`src/rtl/k2_program_loader.sv`:
```
// Host-side loader for the K2 instruction memory: accepts a framed program over a valid/ready
// byte stream, writes it into imem and releases the core only after a checksum-verified load.
module k2_program_loader #(
    parameter int          WIDTH  = 8,
    parameter int          DEPTH  = 16,
    parameter int          ADDR_W = 4,
    parameter logic [3:0]  SYNC   = 4'hA
) (
    input  logic              clk,
    input  logic              reset,
    input  logic              start,
    input  logic              in_valid,
    input  logic [WIDTH-1:0]  in_data,
    output logic              in_ready,
    output logic              imem_we,
    output logic [ADDR_W-1:0] imem_addr,
    output logic [WIDTH-1:0]  imem_wdata,
    output logic              cpu_reset,
    output logic              busy,
    output logic              load_done,
    output logic              load_err
);

    typedef enum logic [2:0] {
        S_IDLE,
        S_HDR,
        S_DATA,
        S_CSUM,
        S_DONE,
        S_ERR
    } state_t;

    localparam logic [ADDR_W-1:0] LAST_ADDR = ADDR_W'(DEPTH - 1);

    state_t            state_q, state_d;
    logic [ADDR_W-1:0] cnt_q, cnt_d;
    logic [ADDR_W-1:0] idx_q, idx_d;
    logic [WIDTH-1:0]  csum_q, csum_d;
    logic              imem_we_q, imem_we_d;
    logic [ADDR_W-1:0] imem_addr_q, imem_addr_d;
    logic [WIDTH-1:0]  imem_wdata_q, imem_wdata_d;
    logic              cpu_reset_q, cpu_reset_d;
    logic              load_done_q, load_done_d;
    logic              load_err_q, load_err_d;
    logic              accept;

    // in_ready is decoded from state alone so a byte offered on the same cycle as start is never taken.
    assign busy      = (state_q == S_HDR) || (state_q == S_DATA) || (state_q == S_CSUM);
    assign in_ready  = busy;
    assign accept    = in_valid && in_ready;

    assign imem_we    = imem_we_q;
    assign imem_addr  = imem_addr_q;
    assign imem_wdata = imem_wdata_q;
    assign cpu_reset  = cpu_reset_q;
    assign load_done  = load_done_q;
    assign load_err   = load_err_q;

    always_comb begin
        // NOTE: every _d signal gets its hold value first so no path through the case infers a latch.
        state_d      = state_q;
        cnt_d        = cnt_q;
        idx_d        = idx_q;
        csum_d       = csum_q;
        imem_we_d    = 1'b0;
        imem_addr_d  = imem_addr_q;
        imem_wdata_d = imem_wdata_q;
        cpu_reset_d  = cpu_reset_q;
        load_done_d  = load_done_q;
        load_err_d   = load_err_q;

        case (state_q)
            S_IDLE, S_DONE, S_ERR: begin
                if (start) begin
                    state_d     = S_HDR;
                    cpu_reset_d = 1'b1;
                    load_done_d = 1'b0;
                    load_err_d  = 1'b0;
                    csum_d      = '0;
                    idx_d       = '0;
                end
            end
            S_HDR: begin
                if (accept) begin
                    if (in_data[WIDTH-1 -: 4] == SYNC) begin
                        state_d = S_DATA;
                        cnt_d   = in_data[ADDR_W-1:0];
                        csum_d  = in_data;
                    end else begin
                        state_d    = S_ERR;
                        load_err_d = 1'b1;
                    end
                end
            end
            S_DATA: begin
                if (accept) begin
                    imem_we_d    = 1'b1;
                    imem_addr_d  = idx_q;
                    imem_wdata_d = in_data;
                    csum_d       = csum_q ^ in_data;
                    // Saturate rather than wrap; the header count already bounds the frame length.
                    idx_d        = (idx_q == LAST_ADDR) ? idx_q : idx_q + ADDR_W'(1);
                    if (idx_q == cnt_q) begin
                        state_d = S_CSUM;
                    end
                end
            end
            S_CSUM: begin
                if (accept) begin
                    if (in_data == csum_q) begin
                        state_d     = S_DONE;
                        cpu_reset_d = 1'b0;
                        load_done_d = 1'b1;
                    end else begin
                        state_d    = S_ERR;
                        load_err_d = 1'b1;
                    end
                end
            end
            default: state_d = S_IDLE;
        endcase
    end

    always_ff @(posedge clk or negedge reset) begin
        if (!reset) begin
            state_q      <= S_IDLE;
            cnt_q        <= '0;
            idx_q        <= '0;
            csum_q       <= '0;
            imem_we_q    <= 1'b0;
            imem_addr_q  <= '0;
            imem_wdata_q <= '0;
            cpu_reset_q  <= 1'b1;
            load_done_q  <= 1'b0;
            load_err_q   <= 1'b0;
        end else begin
            // NOTE: non-blocking assignments so every flop samples the pre-edge value of its peers.
            state_q      <= state_d;
            cnt_q        <= cnt_d;
            idx_q        <= idx_d;
            csum_q       <= csum_d;
            imem_we_q    <= imem_we_d;
            imem_addr_q  <= imem_addr_d;
            imem_wdata_q <= imem_wdata_d;
            cpu_reset_q  <= cpu_reset_d;
            load_done_q  <= load_done_d;
            load_err_q   <= load_err_d;
        end
    end

endmodule
```
`config.mk`:
```
export PLATFORM = sky130hd
export DESIGN_NAME = k2_program_loader
export DESIGN_NICKNAME = d
export VERILOG_FILES = /design/src/rtl/k2_program_loader.sv
export SDC_FILE = /design/constraint.sdc
export NUM_CORES = 1
export LEC_CHECK = 0
export ABC_AREA = 1
export CAP_MARGIN = 20
export CELL_PAD_IN_SITES_DETAIL_PLACEMENT = 0
export CELL_PAD_IN_SITES_GLOBAL_PLACEMENT = 1
export CORE_MARGIN = 8
export CORE_UTILIZATION = 40
export DETAILED_ROUTE_END_ITERATION = 16
export PLACE_DENSITY = 0.91
export SLEW_MARGIN = 20
export SYNTH_ARGS = -nofsm -noshare
export SYNTH_HDL_FRONTEND = slang
export SYNTH_SLANG_ARGS = --single-unit
```
`constraint.sdc`:
```
create_clock -name clk -period 2.9 [get_ports clk]
set_input_delay 0.29 -clock clk [delete_from_list [all_inputs] [get_ports clk]]
set_output_delay 0.29 -clock clk [all_outputs]
set_load 0.03 [all_outputs]
```
# ---- Yosys cells after proc, flatten, opt, wreduce, memory -nomap -nowiden
# Cells that the tools add are included.
dict set report word_totals {
  output_inout_bits 18
  register_bits 35
}
dict set report op_classes {
  n_mux 32
  reduce_logical 16
  bitwise 1
  n_eq_ne 19
  addsub 1
}
# op n
set ops {}
lappend ops {{$mux W8} 4}
lappend ops {{$pmux W8 S3} 1}
lappend ops {{$mux W3} 6}
lappend ops {{$ne A2 B2 Y1 const B} 7}
lappend ops {{$mux W1} 13}
lappend ops {{$mux W4} 3}
lappend ops {{$pmux W3 S4} 1}
lappend ops {{$reduce_and A5 Y1} 2}
lappend ops {{$eq A4 B4 Y1 const B} 2}
lappend ops {{$eq A8 B8 Y1} 1}
lappend ops {{$pmux W4 S2} 1}
lappend ops {{$reduce_and A4 Y1} 2}
lappend ops {{$xor A8 B8 Y8} 1}
lappend ops {{$eq A3 B2 Y1 const B} 2}
lappend ops {{$eq A3 B3 Y1 const B} 2}
lappend ops {{$ne A2 B1 Y1 const B} 3}
lappend ops {{$reduce_and A6 Y1} 1}
lappend ops {{$reduce_bool A3 Y1} 2}
lappend ops {{$add A4 B1 Y4 const B} 1}
lappend ops {{$eq A4 B4 Y1} 1}
lappend ops {{$pmux W1 S2} 2}
lappend ops {{$reduce_bool A2 Y1} 2}
lappend ops {{$eq A3 B1 Y1 const B} 1}
lappend ops {{$logic_not A3 Y1} 1}
lappend ops {{6 further kinds} 7}

# ---- Depth between registers and ports, before layout
# Gate-level depths: netlist of the first run.
dict set report depth {
  depth_word 6
  ltp_mapped 10
  depth_no_buf 10
}

# ---- Least setup slack after synthesis of the first run
# No wires, ideal clock.
dict set report synth_timing {
  path_kind {register -> output}
  start {register state_q[0]}
  end {output in_ready}
  arrival_time_ps 1268
  stages_incl_launch_ff 6
  required_ps 2610
  path_buffers 2
  setup_slack_ps 1342
  cell_sequence {dfrtp_1 -> nor2_1 -> nand2_2 -> buf_2 -> nand2_1 -> buf_4}
}
dict set report synth_via {
  elab_chain_len 3
  word_cells_on_any_way 5
  cone_classes {eq/ne: 3; reduce/logical: 2}
}
# element line_no
set synth_rtl {}
lappend synth_rtl {{start, declared} 35} ;# state_t state_q, state_d;
lappend synth_rtl {{start signal, assigned} 138} ;# state_q <= state_d;
lappend synth_rtl {{$eq A3 B1 Y1 or $eq A3 B2 Y1 (tied branches)} 48} ;# assign busy = (state_q == S_HDR) || (state_q == S_DATA) || (state_q == S_CSUM);
lappend synth_rtl {{$logic_or A1 B1 Y1} 48}
lappend synth_rtl {{$logic_or A1 B1 Y1 (*)} 48}
lappend synth_rtl {{end, declared} 14} ;# output logic in_ready,
# Mark *: on every way between the ends. The rest lies on a longest branch, timed or not.

# ---- Worst setup path after layout of the first run
dict set report layout_timing {
  start {register state_q[2]}
  end {output busy}
}
dict set report layout_via {
  elab_chain_len 3
  word_cells_on_any_way 5
  cone_classes {eq/ne: 3; reduce/logical: 2}
}
# element line_no
set layout_rtl {}
lappend layout_rtl {{$eq A3 B1 Y1 or $eq A3 B2 Y1 (tied branches)} 48}
lappend layout_rtl {{$logic_or A1 B1 Y1} 48}
lappend layout_rtl {{$logic_or A1 B1 Y1 (*)} 48}
lappend layout_rtl {{end, declared} 19} ;# output logic busy,
# Marks and branches as above.

==> results of run 1 <==
[layer usage]
layer / vias up / global-route usage / share of wire
met5: - / 0 / 0
met4: 0 / 0.07221 / 0.025
met3: 10 / 0.03775 / 0.053
met2: 30 / 0.1790 / 0.44
met1: 741 / 0.1553 / 0.49
li1: 832 / - / -
[placed cells by master (no fill, tap or decap), types with 4 or more instances in the layout]
master / Yosys / layout
o21ai_0: 7 / 7
nand2_2: 4 / 4
nor2_2: 4 / 4
clkdlybuf4s50_1: 0 / 29
inv_2: 7 / 7
dfrtp_1: 34 / 34
clkbuf_8: 0 / 6
o21ai_2: 9 / 9
inv_1: 29 / 29
nand3_1: 6 / 6
nand2_1: 92 / 92
o21ai_1: 16 / 16
o22ai_1: 8 / 8
nor2_1: 12 / 12
[worst paths after layout]
kind                                    endpoint  depth (start not counted)                    from  slack [ns]
hold / removal              idx_q[3]$_DFFE_PN0P_                          2                   reset        0.41
max in group asynchronous  cpu_reset$_DFFE_PN1P_                          2                   reset        2.15
setup reg to reg           csum_q[1]$_DFFE_PN0P_                          7  state_q[2]$_DFFE_PN0P_        1.20
hold reg to reg             load_err$_DFFE_PN0P_                          2    load_err$_DFFE_PN0P_        0.48
setup / recovery                            busy                          4  state_q[2]$_DFFE_PN0P_        0.66
min in group clk            load_err$_DFFE_PN0P_                          2    load_err$_DFFE_PN0P_        0.48
[state kept, by name, indices dropped and copies added, names as in the netlist, 3 cells and up]
name        cells
csum_q          8
imem_wdata      8
state_q         3
cnt_q           4
imem_addr       4
idx_q           4
[per-stage QoR]
step,utilization,total power (W)
2_1_floorplan,-,0.001724
3_3_place_gp,0.4776,0.002064
3_5_place_dp,0.4776,0.002095
4_1_cts,0.4966,0.002471
5_1_grt,0.4966,0.002642
6_report,0.4966,0.002442
[area by class of cell]
type                            count  area share
Inverter                           36     0.05918
Timing Repair Buffer               30      0.1304
Clock buffer                        6     0.03616
Clock inverter                      1    0.002192
Multi-Input combinational cell    170      0.3584
Sequential cell                    35      0.3841
Tap cell                           54     0.02959
[cells by family (layout without fill, tap and decap cells)]
logic type	Yosys count	after routing	synth area share
buffers and inverters	41	73	0.09060
AOI/OAI and AO/OA	42	42	0.1383
DFF	35	35	0.4705
and+or+nand+nor	125	125	0.2846
xor gates and xnor gates	2	2	0.009398
adders and majority gates	1	1	0.006710
[worst register-to-register path: cells and delay by family (launching register included)]
kind	cells	cell delay, ns
compound gates	1	0.08
flops	1	0.41
simple gates	6	1.14
[where the power goes]
| part | switching (W) | internal (W) | total (W) |
|---|---|---|---|
| sequential | 0.000118 | 0.000662 | 0.000780 |
| clock | 0.000178 | 0.000186 | 0.000364 |
| combinational | 0.000829 | 0.000470 | 0.00130 |
| total | 0.00112 | 0.00132 | 0.00244 |
==> impl_metrics.py, run 1 <==
metrics = {
    "status": {
        "status": "complete, no violations",
    },
    "worst_setup_path": {
        "path_cells": "nor2_1 > nand2_2 > nand2_1 > clkdlybuf4s50_1",
        "crit_buf_inv": 1,
        "worstPathRequired_ns": 2.61,
        "critPathKind": "flip-flop to output port",
        "path_max_fanout": 17,
        "crit_path_end_kind": "output port",
        "cpLargestDelayFamily": "buffers and inverters",
        "cpPeakStageDelay_ns": 0.70,
        "crit_arrival_ns": 1.95,
        "cp_slowest_cell": "clkdlybuf4s50_1",
        "setup.worst_path.start_class": "flip-flop",
    },
    "global_routing": {
        "grt_overflow": 0,
        "grtUsageTotal": 0.1228,
        "grt_pass1_wl_mm": 7.017,
        "grt_max_degree": 36,
        "grt_pass1_vias": 1522,
        "antenna_found_initial": 0,
    },
    "synth": {
        "synth_nets": 259,
        "ys_warn_count": 0,
        "synth_top_area_share": 0.4564,
        "synth_commonest_cells": "nand2_1 (92), dfrtp_1 (34), inv_1 (29)",
        "synthesis.instances": 246,
        "synthFlopType": "dfrtp_1",
        "ys_seq_area_frac": 0.4705,
        "synth_edf_count": 0,
        "async_flop_share": 1.000,
        "syn_area_um2": 1864,
        "synth_area_leaders": "dfrtp_1 (46%), nand2_1 (19%), inv_1 (5.8%)",
        "synth_top_area_cell": "dfrtp_1",
        "ys_ff_latch": 35,
        "synth_most_common_cell": "nand2_1",
        "yosysUniqueCellTypes": 26,
        "syn_avg_cell_area_um2": 7.578,
    },
    "layout": {
        "antenna_cells": 0,
        "drive_above_1_share": 0.1295,
        "regArea_um2": 877.1,
        "fillers": 462,
        "area_growth_syn_to_layout_pct": 22.48,
        "multi_input_area_um2": 818.3,
        "final_design_area_no_fill_um2": 2283,
        "fin_cells": 332,
        "nNetsFinal": 291,
    },
    "clocking": {
        "cts-root-buf": "clkbuf_8",
        "numCtsBuffers": 5,
        "cts_setup_buffers": 0,
        "cts_resized": 0,
        "clk_latency_ns": 0.29,
        "hold_buffers": 0,
        "tritoncts": "done",
        "clock_sinks": 35,
        "htree_levels": 2,
        "cts_buffer_depth": 2,
        "clk_pin_slew_ns": 0.07,
    },
    "sta": {
        "finalCritPeriodShare": 0.7707,
        "worst_pin_slew_ns": 0.4884,
        "hold_violations": 0,
        "whs_ns": 0.4123,
        "fin_setup_tns_ns": 0,
        "finalWorstSetupSlack_ns": 0.6649,
        "fmax_mhz": 447.4,
        "finalSetupViolations": 0,
        "finClkSkew_ns": 0.006858,
        "slew_headroom": 0.6736,
        "rsz0062_at_grt": "false",
        "min_period_ns": 2.235,
        "drv_slew": 0,
    },
    "min_path": {
        "hold_path_class": "input port to async pin",
    },
    "place": {
        "dp_slack_ns": 0.9875,
        "place_inst": 325,
        "hpwl_mm": 3.155,
        "place.gp.congestion": 0.8088,
        "port_buffers": 29,
        "post_dp_cell_area_um2": 2196,
    },
    "route": {
        "first_iter_violations": 78,
        "route.detailed.drc": 0,
        "first_pass_iters": 4,
        "via_per_inst": 4.858,
        "antenna_left": 0,
        "routed_wirelength_mm": 4.238,
        "vias": 1613,
        "wl_per_cell_um": 12.77,
    },
    "floorplan": {
        "die_w_um": 84.27,
        "num_rows": 25,
        "dieArea_um2": 7101,
        "chipHeight_um": 84.27,
        "core_um2": 4598,
        "pin_count": 30,
        "initial_utilization": 0.4054,
    },
    "pwr": {
        "leakage_nw": 1.122,
        "ir_worst_vdd_v": 0.0005176,
        "power-per-cell-area_nw_per_um2": 1069,
    },
    "run": {
        "cap_violations": 0,
    },
}
Note: power is estimated with default switching activity, not from simulation.
==> run 2, diff against run 1 <==
--- a/config.mk
+++ b/config.mk
@@ -10,9 +10,9 @@
 export CELL_PAD_IN_SITES_DETAIL_PLACEMENT = 0
 export CELL_PAD_IN_SITES_GLOBAL_PLACEMENT = 1
 export CORE_MARGIN = 8
-export CORE_UTILIZATION = 40
+export CORE_UTILIZATION = 38
 export DETAILED_ROUTE_END_ITERATION = 16
-export PLACE_DENSITY = 0.91
+export PLACE_DENSITY = 0.88
 export SLEW_MARGIN = 20
 export SYNTH_ARGS = -nofsm -noshare
 export SYNTH_HDL_FRONTEND = slang
==> constraint.sdc (replaced) <==
create_clock -name clk -period 2.1 [get_ports clk]
set_input_delay 0.21 -clock clk [delete_from_list [all_inputs] [get_ports clk]]
set_output_delay 0.21 -clock clk [all_outputs]
set_load 0.03 [all_outputs]
==> run 2 against run 1 <==
Against the previous run: first-iteration DRC count is 17% lower; utilization decreased by 0.84 points; via count fell by 3.1%; largest cell class unchanged.
==> impl_metrics.py, run 2 (synthesized netlist as in run 1, its figures left out) <==
metrics = {
    "worst_setup_path": {
        "cp_slowest_cell": "clkdlybuf4s50_1",
        "cpPeakStageDelay_ns": 0.66,
        "worstPathRequired_ns": 1.89,
        "crit_arrival_ns": 1.48,
        "reg2reg_from": "state_q[0]$_DFFE_PN0P_",
        "path_cells": "clkdlybuf4s50_1",
        "critPathKind": "flip-flop to output port",
        "setup.worst_path.start_class": "flip-flop",
        "critPathLaunch": "cpu_reset$_DFFE_PN1P_",
        "crit_path_end_kind": "output port",
        "crit_buf_inv": 1,
        "path_max_fanout": 2,
        "cpLargestDelayFamily": "buffers and inverters",
    },
    "clocking": {
        "htree_levels": 2,
        "clk_latency_ns": 0.29,
        "cts_buffer_depth": 2,
        "clock_sinks": 35,
        "clk_pin_slew_ns": 0.07,
        "cts_setup_buffers": 0,
        "hold_buffers": 0,
        "numCtsBuffers": 5,
        "tritoncts": "done",
        "cts-root-buf": "clkbuf_8",
    },
    "sta": {
        "fin_setup_tns_ns": 0,
        "finalWorstSetupSlack_ns": 0.4110,
        "rsz0062_at_grt": "false",
        "finalSetupViolations": 0,
        "fmax_mhz": 592.1,
        "finClkSkew_ns": 0.007257,
        "worst_pin_slew_ns": 0.4773,
        "finalCritPeriodShare": 0.8043,
        "min_period_ns": 1.689,
        "slew_headroom": 0.6810,
        "drv_slew": 0,
        "hold_violations": 0,
    },
    "global_routing": {
        "grt_pass1_vias": 1518,
        "grt_pass1_wl_mm": 6.913,
        "grt_overflow": 0,
        "antenna_found_initial": 0,
        "grtUsageTotal": 0.1181,
        "grt_max_degree": 36,
    },
    "pwr": {
        "leakage_nw": 1.142,
        "p_int_w": 0.001799,
        "combPwrFrac": 0.536,
        "switching_share": 0.4562,
        "clock_power_share": 0.142,
        "ir_worst_vdd_v": 0.0008328,
        "power-per-cell-area_nw_per_um2": 1435,
        "seq_power_share": 0.322,
        "p_switching_w": 0.001509,
    },
    "layout": {
        "area_growth_syn_to_layout_pct": 23.69,
        "antenna_cells": 0,
        "final_cell_mix": "nand2_1 (92), dfrtp_1 (34), inv_1 (29)",
        "nNetsFinal": 292,
        "final_common_cell": "nand2_1",
        "drive_above_1_share": 0.1286,
        "fillers": 486,
    },
    "route": {
        "routed_wirelength_mm": 3.964,
        "via_per_inst": 4.504,
        "first_iter_violations": 65,
        "first_pass_iters": 4,
        "antenna_left": 0,
        "route.detailed.drc": 0,
        "wl_per_cell_um": 11.42,
        "vias": 1563,
    },
    "floorplan": {
        "chipHeight_um": 86.04,
        "pin_count": 30,
        "die_w_um": 86.04,
        "initial_utilization": 0.3947,
        "num_rows": 25,
        "dieArea_um2": 7403,
        "core_um2": 4723,
    },
    "place": {
        "dp_slack_ns": 0.2807,
        "place.gp.congestion": 0.8101,
        "hpwl_mm": 2.969,
        "port_buffers": 29,
    },
    "run": {
        "cap_violations": 0,
    },
    "min_path": {
        "hold_path_class": "input port to async pin",
    },
    "status": {
        "status": "complete, no violations",
    },
}
run 2: changes by cell type in the layout (fill, tap and decap cells not counted), sizes merged:
cell / before / now
buf: 1 / 2
clkbuf: 6 / 7
dlymetal6s2s: 0 / 2
clkdlybuf4s50: 29 / 27
run 2: layout make-up:
cell class,instances,area (um^2),share of cell area
clock buffer,7,76.32,0.03310
timing repair buffer,31,310.3,0.1346
multi-input combinational,170,818.3,0.3549
clock inverter,1,5.005,0.002170
sequential,35,877.1,0.3804
tap,67,83.83,0.03635
inverter,36,135.1,0.05860
run 2: power by group through the flow:
| stage | logic [W] | registers (W) | clock network [W] |
|---|---|---|---|
| final | 0.00177 | 0.00106 | 0.000471 |
| after global routing | 0.00198 | 0.00110 | 0.000503 |
| after CTS | 0.00180 | 0.00107 | 0.000485 |
| after detailed placement | 0.00180 | 0.00108 | 0 |
| after global placement | 0.00178 | 0.00107 | 0 |
| after floorplan | 0.00109 | 0.00130 | 0 |
run 2: path summary, 6_finish.rpt:
path / cells after the start / slack (ns) / endpoint
worst max register to register: 7 / 0.49 / csum_q[3]$_DFFE_PN0P_
worst max-delay path: 1 / 0.41 / cpu_reset
worst min-delay path: 2 / 0.35 / imem_wdata[5]$_DFFE_PN0P_
min in group clk: 2 / 0.47 / load_err$_DFFE_PN0P_
max in group asynchronous: 2 / 1.41 / cpu_reset$_DFFE_PN1P_
worst min register to register: 2 / 0.47 / load_err$_DFFE_PN0P_
run 2: metal layers:
layer	share of wire	wire, um	vias up	GRT usage
met5	0	0	-	0
met4	0.023	91	0	0.06688
met3	0.049	193	7	0.03152
met2	0.41	1634	31	0.1721
met1	0.52	2045	684	0.1532
li1	-	-	841	-
run 2: per-stage QoR:
step	hold slack (ns)	util	instance area (um^2)	total power [W]	cells
2_1_floorplan	-0.08559	-	1864	0.002381	246
3_3_place_gp	0.4647	0.4699	2220	0.002855	339
3_5_place_dp	0.4630	0.4699	2220	0.002874	339
4_1_cts	0.3541	0.4872	2301	0.003358	347
5_1_grt	0.3900	0.4882	2306	0.003584	347
6_report	0.3461	0.4882	2306	0.003309	347
run 2: what timing repair did:
action	in CTS	in global routing
endpoints found under the setup margin	0	2
gates resized for setup	0	2
hold endpoints to repair	0	0
